<file path="src/rtl/game_pkg.sv">
// Shared whack-a-mole game constants and the button priority helper.
package game_pkg;
    localparam int N_BTN             = 8;
    localparam int IDX_W             = 3;
    // 10 ms of settling at 50 MHz
    localparam int DB_CYCLES_DEFAULT = 500000;

    // Lowest set bit wins; all-zero input yields 0.
    function automatic logic [IDX_W-1:0] lowest_set_idx(input logic [N_BTN-1:0] v);
        logic [IDX_W-1:0] idx;
        idx = '0;
        for (int i = N_BTN - 1; i >= 0; i--) begin
            if (v[i]) idx = IDX_W'(i);
        end
        return idx;
    endfunction
endpackage

</file>
<file path="src/rtl/btn_press_encoder_if.sv">
// Button pins in, debounced levels and press events out.
interface btn_press_encoder_if;
    import game_pkg::*;

    logic [N_BTN-1:0] button;
    logic             enable;
    logic [N_BTN-1:0] btn_level;
    logic             press_valid;
    logic [IDX_W-1:0] press_idx;
    logic             press_multi;

    modport master (
        output button, enable,
        input  btn_level, press_valid, press_idx, press_multi
    );

    modport slave (
        input  button, enable,
        output btn_level, press_valid, press_idx, press_multi
    );
endinterface

</file>
<file path="src/rtl/btn_debounce.sv">
// One button channel: 2-flop synchroniser, optional inversion, and a
// counter that accepts a new level only after DB_CYCLES differing samples.
module btn_debounce #(
    parameter int DB_CYCLES = game_pkg::DB_CYCLES_DEFAULT,
    parameter int CNT_W     = 20,
    parameter bit INVERT    = 1'b0
) (
    input  logic clk,
    input  logic rst,
    input  logic btn_i,
    output logic level_o
);
    logic [1:0]       sync_q;
    logic             samp;
    logic [CNT_W-1:0] cnt_q, cnt_d;
    logic             stable_q, stable_d;

    // Bring the raw pin into the clock domain
    always_ff @(posedge clk or posedge rst) begin
        if (rst) sync_q <= '0;
        else     sync_q <= {sync_q[0], btn_i};
    end

    assign samp = sync_q[1] ^ INVERT;

    // Any sample matching the accepted level restarts the count
    always_comb begin
        cnt_d    = cnt_q;
        stable_d = stable_q;
        if (samp == stable_q) begin
            cnt_d = '0;
        end else if (cnt_q == CNT_W'(DB_CYCLES - 1)) begin
            stable_d = samp;
            cnt_d    = '0;
        end else begin
            cnt_d = cnt_q + 1'b1;
        end
    end

    // Counter and accepted level
    always_ff @(posedge clk or posedge rst) begin
        if (rst) begin
            cnt_q    <= '0;
            stable_q <= 1'b0;
        end else begin
            cnt_q    <= cnt_d;
            stable_q <= stable_d;
        end
    end

    assign level_o = stable_q;
endmodule

</file>
<file path="src/rtl/btn_press_encoder.sv">
// Debounces the player buttons and turns each new press into a one-cycle
// {press_valid, press_idx} event; simultaneous presses keep the lowest index.
module btn_press_encoder #(
    parameter int N_BTN      = 8,
    parameter int DB_CYCLES  = 500000,
    parameter int CNT_W      = 20,
    parameter int ACTIVE_LOW = 0
) (
    input  logic                clk,
    input  logic                reset,
    btn_press_encoder_if.slave  bus
);
    import game_pkg::*;

    logic [N_BTN-1:0] stable;
    logic [N_BTN-1:0] stable_dly_q;
    logic [N_BTN-1:0] rise;
    logic             valid_q, valid_d;
    logic [IDX_W-1:0] idx_q, idx_d;
    logic             multi_q, multi_d;

    for (genvar i = 0; i < N_BTN; i++) begin : g_ch
        btn_debounce #(
            .DB_CYCLES (DB_CYCLES),
            .CNT_W     (CNT_W),
            .INVERT    (ACTIVE_LOW != 0)
        ) u_db (
            .clk     (clk),
            .rst     (reset),
            .btn_i   (bus.button[i]),
            .level_o (stable[i])
        );
    end

    assign rise = stable & ~stable_dly_q;

    // Press events: disabled presses are dropped, idx holds between events
    always_comb begin
        valid_d = bus.enable & (|rise);
        multi_d = bus.enable & (|(rise & (rise - N_BTN'(1))));
        idx_d   = idx_q;
        if (|rise) idx_d = lowest_set_idx(rise);
    end

    // Edge-detect delay and event register
    always_ff @(posedge clk or posedge reset) begin
        if (reset) begin
            stable_dly_q <= '0;
            valid_q      <= 1'b0;
            idx_q        <= '0;
            multi_q      <= 1'b0;
        end else begin
            stable_dly_q <= stable;
            valid_q      <= valid_d;
            idx_q        <= idx_d;
            multi_q      <= multi_d;
        end
    end

    assign bus.btn_level   = stable;
    assign bus.press_valid = valid_q;
    assign bus.press_idx   = idx_q;
    assign bus.press_multi = multi_q;
endmodule

</file>
<file path="src/flat_wrapper.sv">
// flat-port wrapper written by rule: the top's interface ports become plain ports
module btn_press_encoder_flat import game_pkg::*;
#(
    parameter int N_BTN      = 8,
    parameter int DB_CYCLES  = 500000,
    parameter int CNT_W      = 20,
    parameter int ACTIVE_LOW = 0
)
  (clk, reset, bus_button, bus_enable, bus_btn_level, bus_press_valid, bus_press_idx, bus_press_multi);
  btn_press_encoder_if bus_i ();
  input  logic clk;
  input  logic reset;
  input wire logic [$bits(bus_i.button)-1:0] bus_button;
  input wire logic [$bits(bus_i.enable)-1:0] bus_enable;
  output wire logic [$bits(bus_i.btn_level)-1:0] bus_btn_level;
  output wire logic [$bits(bus_i.press_valid)-1:0] bus_press_valid;
  output wire logic [$bits(bus_i.press_idx)-1:0] bus_press_idx;
  output wire logic [$bits(bus_i.press_multi)-1:0] bus_press_multi;
  assign bus_i.button = bus_button;
  assign bus_i.enable = bus_enable;
  assign bus_btn_level = bus_i.btn_level;
  assign bus_press_valid = bus_i.press_valid;
  assign bus_press_idx = bus_i.press_idx;
  assign bus_press_multi = bus_i.press_multi;
  btn_press_encoder #(.N_BTN(N_BTN), .DB_CYCLES(DB_CYCLES), .CNT_W(CNT_W), .ACTIVE_LOW(ACTIVE_LOW)) u_core (.clk(clk), .reset(reset), .bus(bus_i));
endmodule
</file>
<file path="config.mk">
export PLATFORM = sky130hd
export DESIGN_NAME = btn_press_encoder_flat
export DESIGN_NICKNAME = d
export VERILOG_FILES = /design/src/rtl/game_pkg.sv /design/src/rtl/btn_press_encoder_if.sv /design/src/rtl/btn_debounce.sv /design/src/rtl/btn_press_encoder.sv /design/src/flat_wrapper.sv
export SDC_FILE = /design/constraint.sdc
export NUM_CORES = 1
export LEC_CHECK = 0
export CAP_MARGIN = 20
export CORE_UTILIZATION = 31
export DETAILED_ROUTE_END_ITERATION = 16
export GPL_TIMING_DRIVEN = 0
export PLACE_DENSITY = 0.44
export SLEW_MARGIN = 30
export SYNTH_ARGS = -nofsm -noshare
export SYNTH_HDL_FRONTEND = slang
export SYNTH_HIERARCHICAL = 1
export SYNTH_SLANG_ARGS = --single-unit
</file>
<file path="constraint.sdc">
create_clock -name clk -period 4.4 [get_ports clk]
set_input_delay 0.44 -clock clk [delete_from_list [all_inputs] [get_ports clk]]
set_output_delay 0.44 -clock clk [all_outputs]
set_load 0.05 [all_outputs]
</file>
==> results of run 1 <==
-- worst max path at each step --
stage	startpoint	endpoint	slack (ns)	cells past startpoint
5_1_grt	u_core/g_ch[3].u_db/level_o	bus_btn_level[3]	2.01	1
3_5_place_dp	reset	u_core/g_ch[7].u_db/cnt_q[1]	2.22	2
4_1_cts	u_core/g_ch[3].u_db/level_o	bus_btn_level[3]	2.03	1
3_3_place_gp	reset	u_core/g_ch[7].u_db/cnt_q[0]	2.20	2
2_1_floorplan	u_core/g_ch[0].u_db/cnt_q[10]	u_core/g_ch[0].u_db/level_o	2.47	4
6_report	u_core/g_ch[3].u_db/level_o	bus_btn_level[3]	2.08	1
-- per-layer routing --
metal,up-vias,GRT usage,routed length (um)
met5,-,0,0
met4,0,0.0417,217
met3,17,0.0303,414
met2,40,0.205,8760
met1,3178,0.193,10300
li1,3330,-,-
-- cell usage in the layout, fill, tap and decap left out, types with 2 or more instances in the layout --
cell / instances
nor2_4: 8
inv_6: 3
nand3_1: 57
nand4_2: 8
bufinv_16: 2
nor2_1: 186
nor4_1: 48
a31oi_1: 2
or4bb_1: 8
buf_6: 8
and2b_4: 2
nand2b_1: 7
ha_1: 8
nor3_2: 2
nand2_1: 25
or4_1: 8
and3_1: 8
a21oi_1: 19
o211ai_1: 2
o21ai_4: 8
inv_2: 7
dfrtp_1: 197
mux2_2: 8
nor4_4: 8
nor3_1: 33
clkinv_2: 5
nor2b_1: 2
mux2i_1: 16
clkbuf_16: 17
xor2_1: 16
o21ai_0: 9
and4_1: 8
nand4_1: 41
or3_4: 8
clkbuf_1: 8
inv_1: 34
clkdlybuf4s50_1: 23
xnor2_1: 120
-- stage by stage --
stage	utilization	cell area, um2	setup WS (ns)
final	0.358	11000	2.08
after global routing	0.358	11000	2.01
after CTS	0.358	11000	2.03
after detailed placement	0.340	10400	2.22
after global placement	0.340	10400	2.20
after floorplan	-	9720	2.47
-- where the power goes --
part | total [uW] | switching (uW) | internal (uW)
Sequential | 1860 | 23.6 | 1840
Combinational | 123 | 83.8 | 39.7
Clock | 1540 | 696 | 847
-- Yosys cell counts, drive strengths merged --
cell type	number
and4	8
nor2	194
nor4	56
nand4	49
and2b	3
nand3	57
or4	8
maj3	1
inv	42
clkbuf	8
and3	8
o21ai	18
nand2	25
xor2	16
xnor2	120
a22o	1
nor2b	2
a21boi	1
nor3	35
dfrtp	197
a211oi	1
nand2b	8
buf	8
or4bb	8
a31oi	2
a21oi	19
ha	8
or3	8
mux2	8
mux2i	16
o211ai	2
-- layout make-up --
cell class,count,area [um2],area share
Sequential cell,197,4930,0.448
Multi-Input combinational cell,682,4510,0.410
Tap cell,396,495,0.0450
Clock buffer,18,439,0.0399
Timing Repair Buffer,23,230,0.0209
Inverter,42,158,0.0143
Clock inverter,12,128,0.0116
Buffer,16,120,0.0109
-- registers in the layout, indices dropped and copies added (netlist names) --
name	cells
u_core/g_ch.u_db/cnt_q	160
u_core/g_ch.u_db/level_o	8
u_core/bus.press_multi	1
u_core/bus.press_valid	1
u_core/g_ch.u_db/sync_q	16
u_core/bus.press_idx	3
u_core/stable_dly_q	8
-- cell families after synthesis --
logic type      after synthesis  share of synthesized area
buf+inv                      58                     0.0286
simple gates                469                      0.271
flops                       197                      0.507
fa+ha+maj                     9                     0.0115
mux                          24                     0.0257
xor+xnor                    136                      0.123
compound gates               44                     0.0336
==> impl_metrics.json, run 1 <==
{
  "crit_family": "buffers and inverters",
  "seq_area_frac_synth": 0.507,
  "overflow": 0,
  "max_freq_mhz": 432,
  "rsz0062_at_grt": "no",
  "fin_crit_sh": 0.527,
  "status": "finished clean",
  "critPathMaxFanout": 7,
  "area.growth.synth_to_final_pct": 13.3,
  "synth_area_leaders": "dfrtp_1 51%, xnor2_1 11%, nor2_1 7.2%",
  "timing.rr.start": "u_core/g_ch[3].u_db/cnt_q[0]",
  "netlist_area_um2": 9720,
  "setup_viol": 0,
  "fill_cells": 3136,
  "syn_nets": 956,
  "h-tree-depth": 4,
  "drtAntennaViolNets": 0,
  "grt_pass1_wl_mm": 34.3,
  "rrSetupSlack_ns": 2.35,
  "drive_above_1_share": 0.100,
  "hold_buffers": 0,
  "final_hold_viol_count": 0,
  "cp.buffers_inverters": 1,
  "yosys_warnings": 6,
  "max_cap_viol_count": 0,
  "drt-initial-drc-count": 394,
  "rows": 64,
  "syn_avg_cell_area_um2": 10.4,
  "yosysTopAreaCellShare": 0.507,
  "grtUsageTotal": 0.136,
  "antenna_cells": 0,
  "slew_viol_final": 0,
  "hold_path.class": "reg2reg",
  "p_leak_uw": 0.00432,
  "synth-seq-cells": 197,
  "die_height_um": 179,
  "clk_latency_ns": 0.44,
  "grt_pass1_vias": 6658,
  "avgRoutedWirePerCell_um": 14.2,
  "gp_congestion": 0.753,
  "cts_setup_buffers": 0,
  "dp_cells": 1356,
  "cts-resized-gates": 0,
  "cpPeakStageDelay_ns": 0.88,
  "fin_nets": 998,
  "fp.coreArea_um2": 30700,
  "fin_crit_ns": 2.32,
  "io_pins": 24,
  "dpl.hpwl_mm": 13.6,
  "skew_ns": 0.00995,
  "root_buffer": "clkbuf_16",
  "crit_required_ns": 3.96,
  "grt_max_degree": 24,
  "rr_endpoint": "u_core/g_ch[3].u_db/level_o",
  "slowest_stage": "clkdlybuf4s50_1",
  "cts_num_sinks": 197,
  "holdPathEnd": "u_core/g_ch[3].u_db/sync_q[1]",
  "start_util": 0.316,
  "ir_drop_mv": 0.284,
  "drtPass1Iterations": 4,
  "end_kind": "primary output",
  "drc": 0,
  "min_path_cells": 0,
  "cts_tree": "yes",
  "ff2ff_path_depth": 5,
  "final_cells": 1386,
  "worstPathArrival_ns": 1.88,
  "io_buffers": 23,
  "tightest_slew_ns": 0.851,
  "worstHoldStart": "u_core/g_ch[3].u_db/sync_q[0]",
  "syn-instance-count": 937,
  "design.die.area_um2": 32100,
  "start_kind": "flop",
  "crit_type": "reg2out",
  "synth.distinct_cells": 39,
  "tns_ns": 0,
  "grt_antenna_before_repair": 0,
  "cts_buffers": 17,
  "route.vias.total": 6565,
  "cts_buffer_depth": 2,
  "die_w_um": 179,
  "synth_top_cell_by_area": "dfrtp_1",
  "routed_wl_mm": 19.7,
  "total_power_uw": 3530,
  "clkSlewWorstSetupHoldPaths_ns": 0.07,
  "cp_cell_sequence": "clkdlybuf4s50_1",
  "worst_hold_slack_ns": 0.351,
  "powerDensity_nw_per_um2": 320,
  "maxSlewHeadroom": 0.429,
  "via_per_inst": 4.74
}
No activity file was read; power rests on OpenSTA's default activity.
==> run 2, diff against run 1 <==
--- a/config.mk
+++ b/config.mk
@@ -9,7 +9,7 @@
 export CORE_UTILIZATION = 31
 export DETAILED_ROUTE_END_ITERATION = 16
 export GPL_TIMING_DRIVEN = 0
-export PLACE_DENSITY = 0.44
+export PLACE_DENSITY = 0.45
 export SLEW_MARGIN = 30
 export SYNTH_ARGS = -nofsm -noshare
 export SYNTH_HDL_FRONTEND = slang
==> constraint.sdc (replaced) <==
create_clock -name clk -period 2.05 [get_ports clk]
set_input_delay 0.205 -clock clk [delete_from_list [all_inputs] [get_ports clk]]
set_output_delay 0.205 -clock clk [all_outputs]
set_load 0.05 [all_outputs]
==> run 2 against run 1 <==
- clock skew up 0.0055 ns
- first-iteration DRC count down 30%
- the run now ends with DRC left
- count of clock-buffer cells in the layout up 1
- power up 120%
- non-clock buffer count up 28
- largest power group unchanged
- die area unchanged
- largest cell class unchanged
- worst hold slack worse by 0.16 ns
- critical path depth up 4
- final area up 3.1%
- via count up 2.4%
- register-to-register slack worse by 2.3 ns
- global-route usage down 0.49 points
==> impl_metrics.json, run 2 (synthesis results as in run 1) <==
{
  "status": "finished, violations left",
  "violations": "DRC",
  "setup_viol": 0,
  "hold_buffers": 0,
  "ff2ff_path_depth": 5,
  "io_buffers": 23,
  "clk_latency_ns": 0.44,
  "worst_hold_slack_ns": 0.193,
  "ir_drop_mv": 0.496,
  "slowest_stage": "or4_1",
  "drt-initial-drc-count": 274,
  "worstHoldStart": "bus_button[7]",
  "drive_above_1_share": 0.146,
  "via_per_inst": 4.75,
  "min_path_cells": 1,
  "powerDensity_nw_per_um2": 682,
  "slew_viol_final": 0,
  "root_buffer": "clkbuf_16",
  "fp.coreArea_um2": 30700,
  "final_hold_viol_count": 0,
  "tightest_slew_ns": 0.820,
  "tns_ns": 0,
  "cts_buffer_depth": 2,
  "drtAntennaViolNets": 0,
  "grt_pass1_vias": 6508,
  "critPathMaxFanout": 10,
  "drtPass1Iterations": 10,
  "grtUsageTotal": 0.131,
  "cts_num_sinks": 197,
  "rr_endpoint": "u_core/g_ch[1].u_db/cnt_q[15]",
  "p_leak_uw": 0.00452,
  "avgRoutedWirePerCell_um": 13.8,
  "gp_congestion": 0.753,
  "rrSetupSlack_ns": 0.02,
  "antenna_cells": 0,
  "hold_path.class": "in2reg",
  "top_register": "u_core/g_ch.u_db/cnt_q",
  "io_pins": 24,
  "layout_commonest_cell": "dfrtp_1",
  "rows": 64,
  "crit_required_ns": 2.38,
  "start_util": 0.316,
  "timing.rr.start": "u_core/g_ch[1].u_db/cnt_q[10]",
  "worstPathArrival_ns": 2.35,
  "die_w_um": 179,
  "die_height_um": 179,
  "area.growth.synth_to_final_pct": 16.8,
  "cp_cell_sequence": "or4_1, or3_4, o21ai_4, buf_6, nor2_1",
  "crit_type": "reg2reg",
  "fin_nets": 1026,
  "cp.buffers_inverters": 1,
  "final_cells": 1416,
  "end_kind": "flop",
  "design_area_um2": 11300,
  "largest_reg_flops": 160,
  "clkSlewWorstSetupHoldPaths_ns": 0.08,
  "dpl.hpwl_mm": 13.3,
  "grt_max_degree": 24,
  "grt_antenna_before_repair": 0,
  "cts_tree": "yes",
  "max_cap_viol_count": 0,
  "crit_family": "simple AND/OR/NAND/NOR gates",
  "fin_crit_ns": 2.03,
  "design.die.area_um2": 32100,
  "placed_cell_area_um2": 10400,
  "route.vias.total": 6725,
  "start_kind": "flop",
  "fin_crit_sh": 0.989,
  "holdPathEnd": "u_core/g_ch[7].u_db/sync_q[0]",
  "skew_ns": 0.0155,
  "total_power_uw": 7740,
  "maxSlewHeadroom": 0.452,
  "dp_cells": 1356,
  "max_freq_mhz": 493,
  "top_regs": "u_core/g_ch.u_db/cnt_q x160, u_core/g_ch.u_db/sync_q x16",
  "h-tree-depth": 4,
  "rsz0062_at_grt": "yes",
  "final_cell_mix": "192 x dfrtp_1, 186 x nor2_1, 120 x xnor2_1",
  "overflow": 0,
  "cpPeakStageDelay_ns": 0.55,
  "drc": 2,
  "cts_buffers": 17,
  "grt_pass1_wl_mm": 33.2,
  "routed_wl_mm": 19.6
}
run 2: cell types whose count changed in the layout (fill, tap and decap cells not counted), sizes merged:
cell           change
clkbuf             +1
dlymetal6s2s       +1
clkdlybuf4s50      -8
dlygate4sd2        +7
buf               +28
inv                +4
clkinv             -3
run 2: layout make-up:
type	count	area [um2]
clock inverters	13	163
plain buffers	16	120
multi-input cells	682	4600
flip-flops and latches	197	4940
repair buffers	51	434
fillers	3101	19400
inverters	42	158
well taps	396	495
clock buffers	19	443
run 2: report_power, final:
group	switching (uW)	leakage [uW]	internal (uW)
logic	183	0.00154	106
clock network	1590	0.000294	1880
registers	52.7	0.00269	3940
run 2: how the worst max path moves through the flow:
| stage | from | to | cells past startpoint |
|---|---|---|---|
| after floorplan | u_core/g_ch[0].u_db/cnt_q[10] | u_core/g_ch[0].u_db/level_o | 4 |
| after global placement | u_core/g_ch[3].u_db/cnt_q[0] | u_core/g_ch[3].u_db/cnt_q[16] | 6 |
| after detailed placement | u_core/g_ch[7].u_db/cnt_q[0] | u_core/g_ch[7].u_db/cnt_q[9] | 6 |
| after CTS | u_core/g_ch[0].u_db/cnt_q[0] | u_core/g_ch[0].u_db/level_o | 5 |
| after global routing | u_core/g_ch[1].u_db/cnt_q[10] | u_core/g_ch[1].u_db/cnt_q[16] | 5 |
| final | u_core/g_ch[1].u_db/cnt_q[10] | u_core/g_ch[1].u_db/cnt_q[15] | 5 |
run 2: through the flow:
step                      setup slack, ns   util
after floorplan                     0.122      -
after global placement            -0.0201  0.340
after detailed placement          -0.0126  0.340
after CTS                        0.000300  0.360
after global routing              -0.0427  0.369
final                              0.0235  0.369
run 2: what timing repair did:
item                                    in CTS  in global routing
setup buffers                                0                 27
cloned                                       0                  1
pin swaps                                    2                 14
endpoints found under the hold margin        0                  0
resized for setup                           11                 19
endpoints found under the setup margin      40                 96
run 2: worst reg2reg max path: stages, from the launching register on:
cell     delay [ns]
dfrtp_1        0.42
or4_1          0.55
or3_4          0.44
o21ai_4        0.26
buf_6          0.18
nor2_1         0.06
run 2: layer usage:
metal,up-vias,track usage,wire length (um)
met3,13,0.0257,464
met2,53,0.203,8850
met4,0,0.0424,238
met5,-,0,0
li1,3391,-,-
met1,3268,0.183,10000
